File: src/rtl/rr_arb_lock_if.sv
// Requester/sink-side bundle of the round-robin lock arbiter.
// master is the arbiter view, slave is the requester/sink environment view.
interface rr_arb_lock_if #(
  parameter int unsigned NUM_REQ = 8
);
  localparam int unsigned W = (NUM_REQ > 1) ? $clog2(NUM_REQ) : 1;

  logic [NUM_REQ-1:0] i_req;
  logic               i_last;
  logic               i_ready;
  logic               o_valid;
  logic [NUM_REQ-1:0] o_grant;
  logic [W-1:0]       o_grant_id;
  logic               o_lock_break;

  modport master (
    input  i_req, i_last, i_ready,
    output o_valid, o_grant, o_grant_id, o_lock_break
  );

  modport slave (
    output i_req, i_last, i_ready,
    input  o_valid, o_grant, o_grant_id, o_lock_break
  );
endinterface

File: src/rtl/rr_arb_lock.sv
// Round-robin arbiter with registered grant, multi-beat lock and a beat watchdog
// that forces release of a lock whose final beat never arrives.
module rr_arb_lock #(
  parameter int unsigned NUM_REQ   = 8,
  parameter int unsigned LOCK_EN   = 1,
  parameter int unsigned MAX_BEATS = 0
) (
  input  logic          clk,
  input  logic          rstn,
  rr_arb_lock_if.master bus
);
  localparam int unsigned W  = (NUM_REQ > 1) ? $clog2(NUM_REQ) : 1;
  localparam int unsigned CW = (MAX_BEATS > 0) ? $clog2(MAX_BEATS + 1) : 1;

  localparam logic [0:0] IDLE  = 1'b0;
  localparam logic [0:0] GRANT = 1'b1;

  logic [0:0]         state_q, state_d;
  logic               valid_q, valid_d;
  logic [NUM_REQ-1:0] grant_q, grant_d;
  logic [W-1:0]       grant_id_q, grant_id_d;
  logic               lock_break_q, lock_break_d;
  logic [W-1:0]       ptr_q, ptr_d;
  logic [CW-1:0]      beat_cnt_q, beat_cnt_d;

  logic               accept_c;
  logic               watchdog_c;
  logic               release_c;
  logic [W-1:0]       base_c;
  logic               win_found_c;
  logic [W-1:0]       win_id_c;

  // Beat accounting and release decision for the current grant
  always_comb begin
    accept_c   = (state_q == GRANT) && bus.i_ready;
    watchdog_c = 1'b0;
    if (MAX_BEATS != 0) begin
      watchdog_c = accept_c && !bus.i_last &&
                   (CW'(beat_cnt_q + CW'(1)) == CW'(MAX_BEATS));
    end
    release_c = accept_c && (bus.i_last || (LOCK_EN == 0) || watchdog_c);
    base_c    = release_c ? grant_id_q : ptr_q;
  end

  // Circular first-set scan starting just above the priority base
  always_comb begin
    int unsigned idx;
    win_found_c = 1'b0;
    win_id_c    = '0;
    idx         = 0;
    for (int unsigned k = 1; k <= NUM_REQ; k++) begin
      idx = (32'(base_c) + k) % NUM_REQ;
      if (!win_found_c && bus.i_req[W'(idx)]) begin
        win_found_c = 1'b1;
        win_id_c    = W'(idx);
      end
    end
  end

  always_comb begin
    state_d      = state_q;
    valid_d      = valid_q;
    grant_d      = grant_q;
    grant_id_d   = grant_id_q;
    ptr_d        = ptr_q;
    beat_cnt_d   = beat_cnt_q;
    lock_break_d = watchdog_c;

    case (state_q)
      IDLE: begin
        if (win_found_c) begin
          state_d    = GRANT;
          valid_d    = 1'b1;
          grant_id_d = win_id_c;
          grant_d    = NUM_REQ'(1) << win_id_c;
        end
      end
      GRANT: begin
        if (release_c) begin
          ptr_d      = grant_id_q;
          beat_cnt_d = '0;
          if (win_found_c) begin
            grant_id_d = win_id_c;
            grant_d    = NUM_REQ'(1) << win_id_c;
          end else begin
            state_d = IDLE;
            valid_d = 1'b0;
            grant_d = '0;
          end
        end else if (accept_c && (MAX_BEATS != 0)) begin
          // Counting only matters for the watchdog; leaving it idle keeps it from wrapping
          beat_cnt_d = CW'(beat_cnt_q + CW'(1));
        end
      end
      default: begin
        state_d = IDLE;
        valid_d = 1'b0;
        grant_d = '0;
      end
    endcase
  end

  always_ff @(posedge clk or negedge rstn) begin
    if (!rstn) begin
      state_q      <= IDLE;
      valid_q      <= 1'b0;
      grant_q      <= '0;
      grant_id_q   <= '0;
      lock_break_q <= 1'b0;
      ptr_q        <= W'(NUM_REQ - 1);
      beat_cnt_q   <= '0;
    end else begin
      state_q      <= state_d;
      valid_q      <= valid_d;
      grant_q      <= grant_d;
      grant_id_q   <= grant_id_d;
      lock_break_q <= lock_break_d;
      ptr_q        <= ptr_d;
      beat_cnt_q   <= beat_cnt_d;
    end
  end

  assign bus.o_valid      = valid_q;
  assign bus.o_grant      = grant_q;
  assign bus.o_grant_id   = grant_id_q;
  assign bus.o_lock_break = lock_break_q;
endmodule

File: src/flat_wrapper.sv
// flat-port wrapper written by rule: the top's interface ports become plain ports
module rr_arb_lock_flat 
#(
  parameter int unsigned NUM_REQ   = 8,
  parameter int unsigned LOCK_EN   = 1,
  parameter int unsigned MAX_BEATS = 0
)
  (clk, rstn, bus_i_req, bus_i_last, bus_i_ready, bus_o_valid, bus_o_grant, bus_o_grant_id, bus_o_lock_break);
  rr_arb_lock_if #(.NUM_REQ(NUM_REQ)) bus_i ();
  input  logic clk;
  input  logic rstn;
  input wire logic [$bits(bus_i.i_req)-1:0] bus_i_req;
  input wire logic [$bits(bus_i.i_last)-1:0] bus_i_last;
  input wire logic [$bits(bus_i.i_ready)-1:0] bus_i_ready;
  output wire logic [$bits(bus_i.o_valid)-1:0] bus_o_valid;
  output wire logic [$bits(bus_i.o_grant)-1:0] bus_o_grant;
  output wire logic [$bits(bus_i.o_grant_id)-1:0] bus_o_grant_id;
  output wire logic [$bits(bus_i.o_lock_break)-1:0] bus_o_lock_break;
  assign bus_i.i_req = bus_i_req;
  assign bus_i.i_last = bus_i_last;
  assign bus_i.i_ready = bus_i_ready;
  assign bus_o_valid = bus_i.o_valid;
  assign bus_o_grant = bus_i.o_grant;
  assign bus_o_grant_id = bus_i.o_grant_id;
  assign bus_o_lock_break = bus_i.o_lock_break;
  rr_arb_lock #(.NUM_REQ(NUM_REQ), .LOCK_EN(LOCK_EN), .MAX_BEATS(MAX_BEATS)) u_core (.clk(clk), .rstn(rstn), .bus(bus_i));
endmodule
File: config.mk
export PLATFORM = sky130hd
export DESIGN_NAME = rr_arb_lock_flat
export DESIGN_NICKNAME = d
export VERILOG_FILES = /design/src/rtl/rr_arb_lock_if.sv /design/src/rtl/rr_arb_lock.sv /design/src/flat_wrapper.sv
export SDC_FILE = /design/constraint.sdc
export NUM_CORES = 1
export LEC_CHECK = 0
export BUFFER_PORTS_ARGS = -buffer_cell sky130_fd_sc_hd__buf_4
export CAP_MARGIN = 10
export CORE_UTILIZATION = 59
export DETAILED_ROUTE_END_ITERATION = 10
export GPL_ROUTABILITY_DRIVEN = 0
export PLACE_DENSITY = 0.83
export SLEW_MARGIN = 20
export SYNTH_ARGS = -nofsm -noshare
export SYNTH_HDL_FRONTEND = slang
export SYNTH_SLANG_ARGS = --single-unit
File: constraint.sdc
create_clock -name clk -period 3.6 [get_ports clk]
set_input_delay 0.18 -clock clk [delete_from_list [all_inputs] [get_ports clk]]
set_output_delay 0.18 -clock clk [all_outputs]
set_load 0.02 [all_outputs]
==> reports/qor.yml <==
run_status: "finished, final reports clean"
grt_antenna_before_repair: 0
cts-root-to-sink-buffers: 2
setup-tns-final_ps: 0
setup.worst_path.start: "u_core.state_q$_DFF_PN0_"
post_route_core_utilization_pct: 69.38
initialDrtViolationCount: 358
num_rows: 21
final_cell_mix: "sky130_fd_sc_hd__buf_4 (32), sky130_fd_sc_hd__nand2_1 (30), sky130_fd_sc_hd__mux2i_1 (28)"
port-buffer-count: 23
grt.met1_usage_pct: 44.20
grt_use_met2_pct: 49.53
number_of_clock_sinks_seen_by_cts: 16
hold_path_class: "input port to asynchronous set/reset pin"
worst_ir_drop_vdd_mv: 0.6238
skew_ps: 1.915
worst_path_maximum_fanout: 7
synthesis.area_um2: 2079
critical_path.reg2reg.startpoint: "u_core.state_q$_DFF_PN0_"
worst_ep_arrival_time_ps: 3520
die_h_um: 61.37
setup_viol: 0
flow.area_growth_from_synthesis_pct: 12.21
syn-mean-instance-area_um2: 8.558
htreeDepth: 1
ys_dominant_reg_cell: "sky130_fd_sc_hd__dfrtp_1"
crit_path_start_kind: "register"
synth_fp_nets: 256
cts_setup_buffers: 0
clk_transition_reported_paths_ps: 90
postSynth.asyncResetShare_pct: 100.0
synth.distinct_cells: 67
wire_length_of_the_first_global_routing_pass_mm: 9.121
detail_route.drc_violations: 0
min_period_over_period_pct: 92.94
first_global_vias: 1916
route.final.wire_length_mm: 5.698
num_io_pins: 25
final_number_of_max_transition_violations: 0
starting_utilization_of_the_core_area_pct: 61.83
grt_setup_unrepaired: "false"
insertedDiodeCount: 0
design.core.area_um2: 3363
top_usage_layer: "met2"
place.detailed.hpwl_mm: 4.222
yosysWarningCount: 0
ys_ff_latch: 16
endpoint_kind: "register"
ant_nets: 0
cts-buffers-inserted: 3
max-cap-violations: 0
synth-seq-area-share_pct: 19.43
detail_route.vias_per_cell: 6.807
synth_enable_flop_cells: 0
report.final.hold_viol_count: 0
tightestPinTransition_ps: 657.1
postSynthCellCount: 243
die-area_um2: 3766
leakage_power_of_the_design_nw: 0.9937
cts-root-buf: "sky130_fd_sc_hd__clkbuf_4"
global_route.usage.met3_pct: 7.983
critPathKind: "register to register"
first_pass_iters: 5
clk_latency_ps: 280
gr-total-overflow: 0
critPathRequiredTime_ps: 3780
power.density_cell_area_nw_per_um2: 986.1
global_route.usage.total_pct: 32.22
max_slew_margin_pct: 54.94
dpl.cell_count: 300
drive_gt1_share_pct: 28.19
post_layout_nonfiller_instances: 305
final_net_count: 273
total_via_count_after_detailed_routing: 2076
cts_tree: "built"
finalCriticalPeriod_ps: 3346
die_x_um: 61.37
max_freq_ghz: 0.2989
mostFrequentLayoutCell: "sky130_fd_sc_hd__buf_4"
wl_per_cell_um: 18.68
maximum_number_of_pins_on_one_net_before_global_route_repair: 17
==> worst max-delay path: stages, from the launching register on <==
cell,delay (ps)
sky130_fd_sc_hd__dfrtp_1,490
sky130_fd_sc_hd__and3_1,340
sky130_fd_sc_hd__mux2i_1,310
sky130_fd_sc_hd__inv_2,60
sky130_fd_sc_hd__ha_1,330
sky130_fd_sc_hd__mux4_2,400
sky130_fd_sc_hd__nor2b_1,220
sky130_fd_sc_hd__nor2_1,280
sky130_fd_sc_hd__nand4_1,150
sky130_fd_sc_hd__a22oi_2,310
sky130_fd_sc_hd__nor2_2,90
sky130_fd_sc_hd__a32o_1,270
==> per-layer routing <==
layer,up-vias,routed length (um),share of wire (%)
li1,951,-,-
met1,978,2407,42
met2,131,2677,47
met3,16,509,8.9
met4,0,103,1.8
met5,-,0,0
==> layout make-up <==
type	instances	area [um^2]
Tap cell	46	57.56
Fill cell	274	1030
Clock buffer	4	26.28
Sequential cell	16	404.1
Inverter	7	26.28
Timing Repair Buffer	33	250.2
Multi-Input combinational cell	199	1569
==> synthesized netlist by cell type (4+ instances only) <==
| cell type | n | share of area (%) |
|---|---|---|
| sky130_fd_sc_hd__a211oi_1 | 4 | 1.4 |
| sky130_fd_sc_hd__nor2_1 | 16 | 2.9 |
| sky130_fd_sc_hd__clkbuf_1 | 16 | 2.9 |
| sky130_fd_sc_hd__inv_1 | 5 | 0.90 |
| sky130_fd_sc_hd__a21oi_1 | 6 | 1.4 |
| sky130_fd_sc_hd__o21ai_2 | 4 | 1.7 |
| sky130_fd_sc_hd__nand2b_1 | 6 | 1.8 |
| sky130_fd_sc_hd__mux2i_1 | 30 | 14 |
| sky130_fd_sc_hd__mux2_2 | 5 | 2.7 |
| sky130_fd_sc_hd__nand2_1 | 30 | 5.4 |
| sky130_fd_sc_hd__dfrtp_1 | 13 | 16 |
| sky130_fd_sc_hd__o21ai_1 | 4 | 0.96 |
| sky130_fd_sc_hd__o21ai_0 | 7 | 1.7 |
| sky130_fd_sc_hd__nand3_1 | 12 | 2.9 |
| sky130_fd_sc_hd__mux4_2 | 9 | 9.7 |
| sky130_fd_sc_hd__o211ai_1 | 4 | 1.4 |
==> metrics by stage <==
step | hold WS (ps) | power (mW) | worst slack [ps] | instance area (um^2)
global route | 312.9 | 2.478 | 30.70 | 2333
finish | 303.5 | 2.301 | 254.1 | 2333
floorplan | -115.6 | 1.692 | 307.6 | 2079
CTS | 277.4 | 2.226 | 248.7 | 2315
global placement | 43.84 | 2.098 | 332.1 | 2278
detailed placement | 46.41 | 2.115 | 279.1 | 2278
==> worst paths after layout <==
| path | end | slack, ps | cells past startpoint |
|---|---|---|---|
| max in group asynchronous | u_core.ptr_q[2]$_DFFE_PN1P_ | 3050 | 2 |
| min in group clk | u_core.state_q$_DFF_PN0_ | 310 | 4 |
| setup / recovery | u_core.bus.o_grant[6]$_DFFE_PN0P_ | 250 | 11 |
| hold reg to reg | u_core.bus.o_grant[5]$_DFFE_PN0P_ | 490 | 2 |
| hold / removal | u_core.bus.o_grant[5]$_DFFE_PN0P_ | 300 | 2 |
| setup reg to reg | u_core.bus.o_grant[6]$_DFFE_PN0P_ | 250 | 11 |
==> logic make-up after synthesis <==
group,share of synthesized area (%)
simple gates,23.47
compound gates,21.06
mux,27.98
buf+inv,6.017
flops,19.43
xor+xnor,1.264
fa+ha+maj,0.6016
other cells,0.1803
==> registers in the layout, summed over array words and instances (netlist names) <==
name / flops
u_core.bus.o_grant: 8
u_core.bus.o_grant_id: 3
u_core.bus.o_valid: 1
u_core.ptr_q: 3
u_core.state_q: 1
==> report_power, final <==
part | internal, mW | switching, mW | leakage [nW]
registers | 0.254 | 0.152 | 0.194
clock network | 0.0430 | 0.0556 | 0.0150
logic | 0.775 | 1.02 | 0.785
total | 1.07 | 1.23 | 0.994
==> repair_timing <==
action,in CTS,in global routing
hold endpoints to repair,16,0
endpoints found under the setup margin,0,5
hold buffers,1,0
gates resized for setup,0,5
Power figures use the tool's default switching activity.
